[src/rtl/alu_pipe.sv]
// alu_pipe: handshaked ALU with a registered result port and an iterative
// shift-add multiplier that produces a double-width product.
module alu_pipe #(
    parameter int unsigned WIDTH = 8
) (
    input  logic             clk,
    input  logic             reset,
    input  logic             in_valid,
    output logic             in_ready,
    input  logic [3:0]       op,
    input  logic [WIDTH-1:0] a,
    input  logic [WIDTH-1:0] b,
    input  logic             cin,
    output logic             out_valid,
    input  logic             out_ready,
    output logic [WIDTH-1:0] result,
    output logic [WIDTH-1:0] result_hi,
    output logic             zout,
    output logic             cout,
    output logic             busy
);

    localparam int unsigned SHAMT_W = $clog2(WIDTH);
    localparam int unsigned CNT_W   = SHAMT_W + 1;
    localparam int unsigned PROD_W  = 2 * WIDTH;

    localparam logic [3:0] OP_AND = 4'b0000;
    localparam logic [3:0] OP_OR  = 4'b0001;
    localparam logic [3:0] OP_XOR = 4'b0010;
    localparam logic [3:0] OP_NOT = 4'b0011;
    localparam logic [3:0] OP_ADD = 4'b0100;
    localparam logic [3:0] OP_ADC = 4'b0101;
    localparam logic [3:0] OP_SUB = 4'b0110;
    localparam logic [3:0] OP_SBC = 4'b0111;
    localparam logic [3:0] OP_SLL = 4'b1000;
    localparam logic [3:0] OP_SRL = 4'b1001;
    localparam logic [3:0] OP_SRA = 4'b1010;
    localparam logic [3:0] OP_ROL = 4'b1011;
    localparam logic [3:0] OP_MUL = 4'b1100;

    typedef enum logic {
        ST_IDLE = 1'b0,
        ST_MUL  = 1'b1
    } state_t;

    state_t state;
    state_t state_next;

    logic [PROD_W-1:0]  mcand;
    logic [PROD_W-1:0]  prod_acc;
    logic [PROD_W-1:0]  prod_next;
    logic [WIDTH-1:0]   mplier;
    logic [CNT_W-1:0]   cnt;

    logic               accept;
    logic               pop;
    logic               start_mul;
    logic               load_single;
    logic               mul_done;

    logic [SHAMT_W-1:0] shamt;
    logic [WIDTH:0]     sum;
    logic [WIDTH:0]     shl;
    logic [WIDTH:0]     shr;
    logic [PROD_W-1:0]  rot;
    logic [WIDTH-1:0]   alu_lo;
    logic               alu_c;
    logic               alu_z;

    // Handshake decode; in_ready depends only on state, out_valid and out_ready
    assign busy        = (state == ST_MUL);
    assign in_ready    = (state == ST_IDLE) && (!out_valid || out_ready);
    assign accept      = in_valid && in_ready;
    assign pop         = out_valid && out_ready;
    assign start_mul   = accept && (op == OP_MUL);
    assign load_single = accept && (op != OP_MUL);
    assign mul_done    = (state == ST_MUL) && (cnt == CNT_W'(WIDTH - 1));
    assign shamt       = b[SHAMT_W-1:0];

    // State register
    always_ff @(posedge clk) begin
        if (reset) begin
            state <= ST_IDLE;
        end else begin
            state <= state_next;
        end
    end

    // Next-state: leave IDLE on an accepted multiply, return after the last iteration
    always_comb begin
        state_next = state;
        case (state)
            ST_IDLE: if (start_mul) state_next = ST_MUL;
            ST_MUL:  if (mul_done)  state_next = ST_IDLE;
            default: state_next = ST_IDLE;
        endcase
    end

    // Single-cycle datapath: logic, add/sub with carry, shifts and rotate
    always_comb begin
        sum    = '0;
        shl    = '0;
        shr    = '0;
        rot    = '0;
        alu_lo = '0;
        alu_c  = 1'b0;
        case (op)
            OP_AND: alu_lo = a & b;
            OP_OR:  alu_lo = a | b;
            OP_XOR: alu_lo = a ^ b;
            OP_NOT: alu_lo = ~a;
            OP_ADD, OP_ADC, OP_SUB, OP_SBC: begin
                case (op)
                    OP_ADD:  sum = {1'b0, a} + {1'b0, b};
                    OP_ADC:  sum = {1'b0, a} + {1'b0, b} + (WIDTH+1)'(cin);
                    OP_SUB:  sum = {1'b0, a} + {1'b0, ~b} + (WIDTH+1)'(1);
                    default: sum = {1'b0, a} + {1'b0, ~b} + (WIDTH+1)'(cin);
                endcase
                alu_lo = sum[WIDTH-1:0];
                alu_c  = sum[WIDTH];
            end
            OP_SLL: begin
                // Extra top bit catches the last bit shifted out
                shl    = {1'b0, a} << shamt;
                alu_lo = shl[WIDTH-1:0];
                alu_c  = shl[WIDTH];
            end
            OP_SRL: begin
                shr    = {a, 1'b0} >> shamt;
                alu_lo = shr[WIDTH:1];
                alu_c  = shr[0];
            end
            OP_SRA: begin
                shr    = $signed({a, 1'b0}) >>> shamt;
                alu_lo = shr[WIDTH:1];
                alu_c  = shr[0];
            end
            OP_ROL: begin
                rot    = {a, a} << shamt;
                alu_lo = rot[PROD_W-1:WIDTH];
                alu_c  = (shamt != '0) && rot[WIDTH];
            end
            default: begin
                alu_lo = '0;
                alu_c  = 1'b0;
            end
        endcase
        alu_z = (alu_lo == '0);
    end

    // One partial product per cycle
    assign prod_next = prod_acc + (mplier[0] ? mcand : '0);

    // Multiplier registers: load on acceptance, iterate while in MUL
    always_ff @(posedge clk) begin
        if (reset) begin
            mcand    <= '0;
            mplier   <= '0;
            prod_acc <= '0;
            cnt      <= '0;
        end else if (start_mul) begin
            mcand    <= PROD_W'(a);
            mplier   <= b;
            prod_acc <= '0;
            cnt      <= '0;
        end else if (state == ST_MUL) begin
            mcand    <= mcand << 1;
            mplier   <= mplier >> 1;
            prod_acc <= prod_next;
            cnt      <= mul_done ? '0 : cnt + CNT_W'(1);
        end
    end

    // Output register: multiply completion, single-cycle load, or drain on pop
    always_ff @(posedge clk) begin
        if (reset) begin
            out_valid <= 1'b0;
            result    <= '0;
            result_hi <= '0;
            zout      <= 1'b0;
            cout      <= 1'b0;
        end else if (mul_done) begin
            out_valid <= 1'b1;
            result    <= prod_next[WIDTH-1:0];
            result_hi <= prod_next[PROD_W-1:WIDTH];
            zout      <= (prod_next == '0);
            cout      <= 1'b0;
        end else if (load_single) begin
            out_valid <= 1'b1;
            result    <= alu_lo;
            result_hi <= '0;
            zout      <= alu_z;
            cout      <= alu_c;
        end else if (pop) begin
            out_valid <= 1'b0;
        end
    end

endmodule

[config.mk]
export PLATFORM = sky130hd
export DESIGN_NAME = alu_pipe
export DESIGN_NICKNAME = d
export VERILOG_FILES = /design/src/rtl/alu_pipe.sv
export SDC_FILE = /design/constraint.sdc
export NUM_CORES = 1
export LEC_CHECK = 0
export CAP_MARGIN = 20
export CORE_AREA = 2 2 128 162
export CTS_CLUSTER_DIAMETER = 50
export CTS_CLUSTER_SIZE = 12
export DETAILED_ROUTE_END_ITERATION = 7
export DIE_AREA = 0 0 130 164
export GPL_ROUTABILITY_DRIVEN = 1
export PLACE_DENSITY = 0.51
export SLEW_MARGIN = 20
export SYNTH_ARGS = -nofsm -noshare
export SYNTH_HDL_FRONTEND = slang
export SYNTH_SLANG_ARGS = --single-unit
[constraint.sdc]
create_clock -name clk -period 4.2 [get_ports clk]
set_clock_uncertainty 0.1 [all_clocks]
set_input_delay 0.63 -clock clk [delete_from_list [all_inputs] [get_ports clk]]
set_output_delay 0.63 -clock clk [all_outputs]
set_load 0.01 [all_outputs]
# --- After elaboration in Yosys (flattened, before gate mapping) ---
# Cells that the tools add are included.
totals:
  reg_bits: 64
  inputBits: 25
  output_inout_bits: 21
  wordCells: 82
op_classes:
  addsub: 7
  n_eq_ne: 14
  shifts: 4
  n_mux: 21
  n_bitwise: 6
  reduce_logical: 19
op_table:
  columns: ["operator", "n"]
  rows:
  - ["8-bit one-hot mux with 9 select lines", 1]
  - ["8-bit 2-to-1 mux", 8]
  - ["9-bit one-hot mux with 3 select lines", 1]
  - ["4-bit by 3-bit == test with 1-bit output, second input constant", 5]
  - ["4-bit == test, second input constant", 5]
  - ["8-bit by 8-bit adder with 9-bit output", 2]
  - ["9-bit by 1-bit adder with 9-bit output", 2]
  - ["16-bit adder", 1]
  - ["16-bit logical NOT", 1]
  - ["16-bit 2-to-1 mux", 1]
  - ["8-bit inverter", 2]
  - ["16-bit by 3-bit << shifter with 16-bit output", 1]
  - ["9-bit by 1-bit adder with 9-bit output, second input constant", 1]
  - ["8-bit by 3-bit << shifter with 9-bit output", 1]
  - ["9-bit by 3-bit >> shifter with 9-bit output", 1]
  - ["9-bit by 3-bit >>> shifter with 9-bit output", 1]
  - ["8-bit AND", 1]
  - ["4-bit by 2-bit == test with 1-bit output, second input constant", 2]
  - ["8-bit logical NOT", 1]
  - ["8-bit OR", 1]
  - ["8-bit XOR", 1]
  - ["1-bit logical AND", 7]
  - ["1-bit 2-to-1 mux", 7]
  - ["3-bit nonzero test", 2]
  - ["13 further kinds", 15]

# --- Longest topological paths before layout ---
# Gate-level depths: netlist (run 1).
depth:
  depth_word: 8
  depth_mapped: 16
  depth_no_buf: 15

# --- Least setup slack after synthesis (run 1) ---
# OpenSTA, ideal clock, no wires.
synth_path:
  path_type: "in2reg"
  startpoint: "input port b[1]"
  endpoint: "register zout"
  setup_ps: 73
  arrival_time_ps: 3550
  required_time_ps: 4027
  slack_ps: 477
  cell_stages: 12
  path_buffers: 1
  path_cell_list: "buf_4 -> inv_1 -> fa_1 -> nand2b_2 -> a21oi_2 -> xor2_4 -> nand3_1 -> or3b_1 -> xor2_1 -> a221o_1 -> or4_1 -> o211ai_2"
synth_via:
  elab_chain_cells: 8
  elab_cells_between_ends: 18
  cone_classes: "add/sub: 5; shift: 4; mux: 4; bitwise: 4; reduce/logical: 1"
synth_lines:
  columns: ["element", "line_no", "rtl"]
  rows:
  - ["from (decl)", "12", "input logic [WIDTH-1:0] b,"]
  - ["8-bit inverter", "116, 117", null]
  - ["8-bit by 8-bit adder with 9-bit output", "116, 117", null]
  - ["9-bit by 1-bit adder with 9-bit output (on tied branches)", "117, 116", null]
  - ["9-bit one-hot mux with 3 select lines", "113", "case (op)"]
  - ["8-bit one-hot mux with 9 select lines (*)", "107", "case (op)"]
  - ["8-bit logical NOT (*)", "148", "alu_z = (alu_lo == '0);"]
  - ["1-bit 2-to-1 mux (*)", "188", "end else if (load_single) begin"]
  - ["1-bit 2-to-1 mux (*)", "182", "end else if (mul_done) begin"]
  - ["to (signal assigned)", "186", "zout <= (prod_next == '0);"]
  - ["to (signal assigned)", "192", "zout <= alu_z;"]
  - ["to (decl)", "18", "output logic zout,"]
# Mark *: on every way between the ends. The rest lies on a longest branch, timed or not. The select of a mux whose other input is x is not followed.
# A chain may end at the register's enable or synchronous reset.

# --- Final worst setup path (run 1) ---
layout_path:
  startpoint: "input port b[0]"
  endpoint: "register zout"
# Same word-level chain as after synthesis.

==> impl_metrics.tcl, run 1 <==
set metrics [dict create \
    antenna_cells 0 \
    fin_nets 895 \
    route.detailed.drc 0 \
    path_delay_family "simple AND/OR/NAND/NOR gates" \
    synth_area_um2 5850 \
    grt.total_usage_pct 17.2 \
    drtIter0Drc 486 \
    netlist.area_leader.share_pct 21.9 \
    arrival_ns 4.16 \
    synth_seq_cells 64 \
    critPathLaunch "b[0]" \
    setup_viol 0 \
    rows 58 \
    timing.rr.start "mplier[0]" \
    first_global_vias 5346 \
    routed_wl_um 18000 \
    worstSetupPathType "primary input to flop" \
    synthTopCellsByArea "dfxtp_1 (22%), ha_1 (11%), mux2i_1 (6.7%)" \
    ant_nets 0 \
    dp.cells 1075 \
    multi_input_area_um2 4230 \
    synthDistinctLibCells 75 \
    yosys_warnings 0 \
    power.density_nw_per_um2 270 \
    hp-start "mplier[6]" \
    vias 5567 \
    path_cells "clkdlybuf4s50_1 > ha_1 > inv_1 > fa_1 > inv_1 > ha_1 > nand2_1 > xor2_1 > o21ai_0 > mux2i_1 > o31ai_1 > nand2_1 > or4_1 > or4_1 > o211ai_2" \
    finalWorstSetupSlack_ns 0.201 \
    antenna_found_initial 0 \
    peakVddDrop_mv 0.253 \
    clk_path_buf_depth 2 \
    required_ns 4.36 \
    crit_path_max_fanout 4 \
    period_share_pct 95.2 \
    routed_via_density 5.10 \
    hold_viol_final 0 \
    syn-num-nets 818 \
    finalMaxSlewViolations 0 \
    clkTransAtPathRegs_ns 0.06 \
    fin_cells 1092 \
    die_y_um 164 \
    cts_tree "done" \
    clock_sink_count 64 \
    grt_pass1_wl_um 28500 \
    min_path_type "flop to flop" \
    crit_end "zout" \
    slowest_stage "clkdlybuf4s50_1" \
    relSlewSlack_pct 41.3 \
    fp.dieW_um 130 \
    crit_path_end_kind "flop" \
    wl_per_cell_um 16.5 \
    leakagePower_nw 2.90 \
    ys_top_cells_by_count "nor2_1 (89), dfxtp_1 (64), nand2_1 (63), a21oi_1 (54), ha_1 (50)" \
    cts_buffers 9 \
    ys_async_sr_fraction_pct 0 \
    grt_max_degree 46 \
    dr.pass1.iters 5 \
    synth.most_common_cell "nor2_1" \
    drive_gt1_share_pct 13.6 \
    fin_crit_ns 4.00 \
    grt_setup_unrepaired "false" \
    seq_area_frac_synth_pct 21.9 \
    fp.coreArea_um2 19800 \
    cp-start-kind "primary input" \
    yosysTopAreaCell "dfxtp_1" \
    synth_edf_count 0 \
    clockRootBuffer "clkbuf_16" \
    r2r_end "zout" \
    initial_utilization_pct 29.5 \
    syn_inst 740 \
    avgSynthCellArea_um2 7.91 \
    rr_worst_depth 12 \
    place.gp.congestion 0.843 \
    worstSkewPairLatency_ns 0.33 \
    slowest_delay_ns 0.55 \
    dpl.hpwl_um 14100 \
    overflow 0 \
    seq_area_um2 1280 \
    num-fill-cells 2059 \
    ys.flop_type "dfxtp_1" \
    areaGrowthSynthToFinish_pct 24.2 \
    r2r_setup_slack_ns 0.63 \
    ios 46 \
    port-buffer-count 45 \
    fp.dieArea_um2 21300 \
    tightest_slew_ns 0.878 \
    cp_num_buf_inv 3 \
    status "finished, final reports clean" \
    worstSetupPathDepth 15 \
    htreeDepth 3 \
    dpl_worst_slack_ns -0.142 \
    fmax_ghz 0.250 \
    drv_cap 0 \
]
[how the worst min path moves through the flow]
stage                     depth (start not counted)  slack [ns]         to
after detailed placement                          2        0.36  mplier[6]
final                                             2        0.36  mplier[6]
after CTS                                         2        0.36  mplier[6]
after global placement                            2        0.35  mplier[6]
after floorplan                                   2        0.34  mplier[3]
after global routing                              2        0.38  mplier[3]
[worst min-delay path, delay by kind of cell (launching register included)]
kind             cells  cell delay (ns)
flip-flops           1             0.31
AND/OR/NAND/NOR      1             0.05
AO/OA/AOI/OAI        1             0.05
[state kept, by name, indices dropped and copies added, names as in the netlist]
name	count
result	8
zout	1
mcand	16
cout	1
cnt	4
out_valid	1
busy	1
result_hi	8
prod_acc	16
mplier	8
[power by group]
group	switching, mW	total, mW	internal [mW]
Combinational	0.274	0.511	0.237
Clock	0.285	0.822	0.537
Sequential	0.0100	0.628	0.618
[metrics by stage]
step           power [mW]  util, %  instance area (um^2)  setup TNS [ns]  hold WS (ns)
2_1_floorplan       0.950        -                  5850               0         0.337
3_3_place_gp         1.15     34.9                  6920        -0.00477         0.345
3_5_place_dp         1.15     34.9                  6920          -0.142         0.355
4_1_cts              1.97     36.6                  7250               0         0.364
5_1_grt              2.05     36.7                  7270               0         0.383
6_report             1.96     36.7                  7270               0         0.360
[routing by layer]
metal  track usage, %  vias up  part of all wire (%)
met2             31.4      110                    51
met5                0        -                     0
met4             4.99        0                   1.9
met1             21.3     2638                    44
li1                 -     2801                     -
met3             1.30       18                   2.9
[kinds of logic after synthesis]
kind of cell | count (synthesis) | synth area share (%)
XOR/XNOR | 32 | 5.11
adder cells (fa/ha/maj) | 54 | 11.9
AND/OR/NAND/NOR | 260 | 21.5
flip-flops | 64 | 21.9
AO/OA/AOI/OAI | 190 | 21.5
buffers and inverters | 85 | 5.95
multiplexers | 55 | 12.1
[timing repair]
item,in CTS,in global routing
setup buffers,0,1
resized for setup,0,1
hold buffers,0,0
setup endpoints to repair,0,1
[cell usage in the layout (no fill, tap or decap), drive strengths merged, types with 18 or more instances in the layout]
cell type       n
nor2           89
buf            64
dfxtp          64
nand2          63
a21oi          55
ha             50
clkdlybuf4s50  45
inv            42
mux2i          39
o21ai          35
a22oi          21
a211oi         20
xnor2          19
nand3          18
[cell type report]
type / count / share of cell area [%]
Timing Repair Buffer: 109 / 12.8
Multi-Input combinational cell: 591 / 58.2
Tap cell: 270 / 4.65
Clock inverter: 6 / 1.24
Sequential cell: 64 / 17.7
Inverter: 42 / 2.17
Clock buffer: 10 / 3.29
Power figures use the tool's default switching activity.
==> run 2: changes to the inputs <==
clock period = 5.08 ns   (was 4.2 ns; I/O delays follow)
==> impl_metrics.tcl, run 2 (synthesis gave the netlist of run 1 again) <==
set metrics [dict create \
    hold_viol_final 0 \
    drive_gt1_share_pct 8.73 \
    grt_pass1_wl_um 28000 \
    grt.total_usage_pct 16.9 \
    ios 46 \
    tightest_slew_ns 0.904 \
    arrival_ns 4.42 \
    ctsHoldBuffers 0 \
    grt_max_degree 32 \
    relSlewSlack_pct 39.5 \
    fmax_ghz 0.235 \
    clkTransAtPathRegs_ns 0.06 \
    drv_cap 0 \
    setup-tns-final_ns 0 \
    crit_path_end_kind "flop" \
    cts_tree "done" \
    routed_wl_um 17500 \
    areaGrowthSynthToFinish_pct 18.0 \
    r2r_setup_slack_ns 1.57 \
    route.detailed.drc 0 \
    antenna_cells 0 \
    overflow 0 \
    required_ns 5.24 \
    drtIter0Drc 395 \
    finalMaxSlewViolations 0 \
    ant_nets 0 \
    peakVddDrop_mv 0.152 \
    dpl.hpwl_um 13600 \
    path_delay_family "simple AND/OR/NAND/NOR gates" \
    dpl_worst_slack_ns 0.465 \
    internal-power_mw 1.05 \
    port-buffer-count 45 \
    place_area_um2 6610 \
    clk_path_buf_depth 2 \
    slowest_stage "clkdlybuf4s50_1" \
    leakagePower_nw 2.68 \
    fin_nets 852 \
    die_y_um 164 \
    worstSetupPathType "primary input to flop" \
    first_global_vias 5276 \
    path_cells "clkdlybuf4s50_1 > ha_1 > inv_1 > fa_1 > nand2b_2 > a21oi_2 > xor2_4 > nand3_1 > or3b_1 > xor2_1 > a221o_1 > or4_1 > o211ai_2" \
    seqPwrFrac_pct 34.3 \
    fp.dieArea_um2 21300 \
    clock_sink_count 64 \
    crit_path_max_fanout 7 \
    p_clk_share_pct 40.7 \
    cts_resized 0 \
    initial_utilization_pct 29.5 \
    htreeDepth 3 \
    worstSkewPairLatency_ns 0.33 \
    slowest_delay_ns 0.62 \
    status "finished, final reports clean" \
    p_sw_uw 462 \
    combinationalPowerShare_pct 25.0 \
    routed_via_density 5.18 \
    fp.dieW_um 130 \
    cp_num_buf_inv 2 \
    stdcell_area_um2 6900 \
    power.density_nw_per_um2 220 \
    place.gp.congestion 0.865 \
    switching_share_pct 30.5 \
    final_cell_mix "nor2_1 (89), nand2_1 (63), dfxtp_1 (63), a21oi_1 (54), ha_1 (50)" \
    dr.pass1.iters 6 \
    period_share_pct 83.7 \
    fin_util_pct 34.8 \
    grt_setup_unrepaired "false" \
    vias 5429 \
    cts_buffers 9 \
    reg.largest.list "mcand (16), prod_acc (16)" \
    min_path_type "flop to flop" \
    setup_viol 0 \
    cts_setup_buffers 0 \
    rows 58 \
    fp.coreArea_um2 19800 \
    antenna_found_initial 0 \
    holdWs_ns 0.360 \
    layout_commonest_cell "nor2_1" \
    finalWorstSetupSlack_ns 0.826 \
    wl_per_cell_um 16.7 \
    clockRootBuffer "clkbuf_16" \
    cp-start-kind "primary input" \
    fin_crit_ns 4.25 \
]
## run 2: changes by cell type in the layout (fill, tap and decap cells not counted)
cell        change
buf_4          -43
clkinv_2        +2
bufinv_16       -1
clkbuf_8        -1
clkinv_4        +1
clkinvlp_4      -1
nor4b_1         +1
nor4b_2         -1
## run 2: final timing paths
check | start | end | cells after the start
worst max-delay path | a[0] | zout | 13
worst min-delay path | mplier[3] | mplier[3] | 2
worst min register to register | mplier[3] | mplier[3] | 2
worst max register to register | mplier[0] | zout | 13
## run 2: power by group through the flow
stage / clock [mW] / sequential, mW / combinational, mW
after floorplan: 0 / 0.529 / 0.257
after global placement: 0 / 0.531 / 0.378
after detailed placement: 0 / 0.531 / 0.378
after CTS: 0.629 / 0.520 / 0.379
after global routing: 0.649 / 0.521 / 0.417
final: 0.617 / 0.520 / 0.380
## run 2: final cells by class
cell class,instances,area (um^2)
clock inverters,7,71.3
repair buffers,66,608
clock buffers,9,225
well taps,270,338
multi-input cells,591,4220
inverters,42,158
flip-flops and latches,64,1280
fillers,2085,12900
## run 2: per-stage QoR
stage,power [mW],std cells
6_report,1.52,1049
4_1_cts,1.53,1049
3_3_place_gp,0.909,1033
5_1_grt,1.59,1049
2_1_floorplan,0.786,740
3_5_place_dp,0.909,1033
## run 2: layer usage
metal / track usage [%] / up-vias / part of all wire (%)
met5: 0 / - / 0
met4: 7.62 / 0 / 3.5
met3: 1.53 / 35 / 3.6
met2: 29.2 / 135 / 49
met1: 21.0 / 2537 / 44
li1: - / 2722 / -
## run 2: tightest hold or removal path, cell delays in order, from the launching register on
cell and delay [ns]:
dfxtp_1 0.31, nand2_1 0.05, a21oi_1 0.05
==> run 3: changes to the inputs <==
clock period = 4.1 ns   (was 5.08 ns; I/O delays follow)
==> impl_metrics.tcl, run 3 (synthesis gave the netlist of run 1 again) <==
set metrics [dict create \
    crit_path_end_kind "flop" \
    route.detailed.drc 0 \
    die_y_um 164 \
    fin_nets 907 \
    hp-start "mplier[5]" \
    areaGrowthSynthToFinish_pct 25.4 \
    path_cells "clkdlybuf4s50_1 > ha_1 > inv_1 > fa_1 > nand2b_2 > a21oi_2 > xor2_4 > nand3_1 > or3b_1 > xor2_1 > a221o_1 > or4_1 > o211ai_2" \
    seqPwrFrac_pct 32.5 \
    layout_commonest_cell "nor2_1" \
    tightest_slew_ns 0.863 \
    place.gp.congestion 0.888 \
    reg.largest.list "mcand (16), prod_acc (16)" \
    routed_via_density 5.07 \
    cts_tree "done" \
    dpl.hpwl_um 14400 \
    ios 46 \
    status "finished, final reports clean" \
    cp_num_buf_inv 2 \
    final_cell_mix "nor2_1 (89), buf_4 (76), nand2_1 (63), dfxtp_1 (63), a21oi_1 (54)" \
    rows 58 \
    internal-power_mw 1.37 \
    min_path_cells 2 \
    worstSetupPathType "primary input to flop" \
    grt.total_usage_pct 17.6 \
    setup_viol 0 \
    finalWorstSetupSlack_ns 0.215 \
    required_ns 4.27 \
    p_sw_uw 606 \
    switching_share_pct 30.7 \
    rr_worst_depth 13 \
    fin_crit_ns 3.88 \
    p_clk_share_pct 40.1 \
    drive_gt1_share_pct 15.0 \
    num-fill-cells 2069 \
    hold_viol_final 0 \
    path_delay_family "simple AND/OR/NAND/NOR gates" \
    crit_path_max_fanout 4 \
    dpl_worst_slack_ns -0.215 \
    fp.coreArea_um2 19800 \
    port-buffer-count 45 \
    worstSkewPairLatency_ns 0.35 \
    drv_cap 0 \
    dr.pass1.iters 5 \
    clock_sink_count 64 \
    finalMaxSlewViolations 0 \
    routed_wl_um 18100 \
    leakagePower_nw 2.95 \
    period_share_pct 94.8 \
    fmax_ghz 0.257 \
    clockRootBuffer "clkbuf_16" \
    multi_input_area_um2 4230 \
    seq_area_um2 1280 \
    slowest_stage "or4_1" \
    drtIter0Drc 337 \
    htreeDepth 3 \
    clkTransAtPathRegs_ns 0.06 \
    dp.cells 1087 \
    overflow 0 \
    ant_nets 0 \
    cts_buffers 9 \
    ctsHoldBuffers 0 \
    peakVddDrop_mv 0.217 \
    fp.dieW_um 130 \
    vias 5598 \
    initial_utilization_pct 29.5 \
    timing.rr.start "mcand[0]" \
    cp-start-kind "primary input" \
    combinationalPowerShare_pct 27.4 \
    power.density_nw_per_um2 269 \
    grt_max_degree 38 \
    holdPathEnd "mplier[5]" \
    grt_setup_unrepaired "false" \
    fp.dieArea_um2 21300 \
    grt_pass1_wl_um 29200 \
    relSlewSlack_pct 42.2 \
    wl_per_cell_um 16.4 \
    r2r_end "zout" \
    first_global_vias 5456 \
    r2r_setup_slack_ns 0.95 \
    antenna_cells 0 \
    antenna_found_initial 0 \
    slowest_delay_ns 0.55 \
    setup-tns-final_ns 0 \
    fin_cells 1104 \
    clk_path_buf_depth 2 \
    arrival_ns 4.06 \
    min_path_type "flop to flop" \
]
## run 3: changes by cell type in the layout (fill, tap and decap cells not counted)
cell        previous run  this run
nor4b_2                0         1
inv_8                  0         1
nor4b_1                2         1
buf_4                 21        76
o31ai_1                5         4
clkinvlp_4             0         1
clkinv_2               3         1
o31ai_2                0         1
## run 3: worst max path at each step
stage / start / end / slack, ns / cells past startpoint
2_1_floorplan: b[1] / zout / 0.39 / 12
3_3_place_gp: b[1] / zout / -0.16 / 13
3_5_place_dp: b[1] / zout / -0.21 / 13
4_1_cts: b[1] / zout / 0.13 / 13
5_1_grt: b[0] / zout / 0.009 / 13
6_report: b[0] / zout / 0.22 / 13
## run 3: what timing repair did
action / in CTS / in global routing
setup endpoints to repair: 0 / 1
gates resized for setup: 0 / 2
setup buffers: 0 / 0
## run 3: area by class of cell
type / count / share of cell area (%)
Clock buffer: 9 / 3.07
Sequential cell: 64 / 17.5
Inverter: 42 / 2.15
Timing Repair Buffer: 121 / 13.9
Multi-Input combinational cell: 591 / 57.7
Clock inverter: 7 / 1.09
Tap cell: 270 / 4.60
## run 3: through the flow
stage          power, mW  util, %  hold WS (ns)  area [um^2]
3_5_place_dp        1.20     35.4         0.354         7010
3_3_place_gp        1.19     35.4         0.351         7010
5_1_grt             2.07     37.0         0.394         7340
6_report            1.97     37.0         0.360         7340
2_1_floorplan      0.973        -         0.337         5850
4_1_cts             1.99     36.9         0.362         7320
## run 3: power by group through the flow
stage                     logic, mW  registers [mW]  clock network [mW]
after global placement        0.538           0.656                   0
after floorplan               0.318           0.655                   0
after detailed placement      0.539           0.656                   0
final                         0.540           0.643               0.792
after global routing          0.594           0.643               0.831
after CTS                     0.541           0.643               0.805
## run 3: worst register-to-register path, stage by stage (launching register included)
cell	delay, ns
dfxtp_1	0.35
and2_1	0.13
ha_1	0.18
inv_1	0.06
fa_1	0.40
nand2b_1	0.19
a21oi_1	0.33
o21ai_0	0.14
a21oi_1	0.20
xnor2_1	0.21
nand4b_1	0.16
nor4_1	0.24
nand4b_1	0.21
o211ai_2	0.17
## run 3: per-layer routing
layer | track usage [%] | share of wire (%) | up-vias
met1 | 21.4 | 43 | 2646
li1 | - | - | 2834
met3 | 2.05 | 2.3 | 27
met5 | 0 | 0 | -
met2 | 31.7 | 52 | 91
met4 | 6.35 | 2.7 | 0
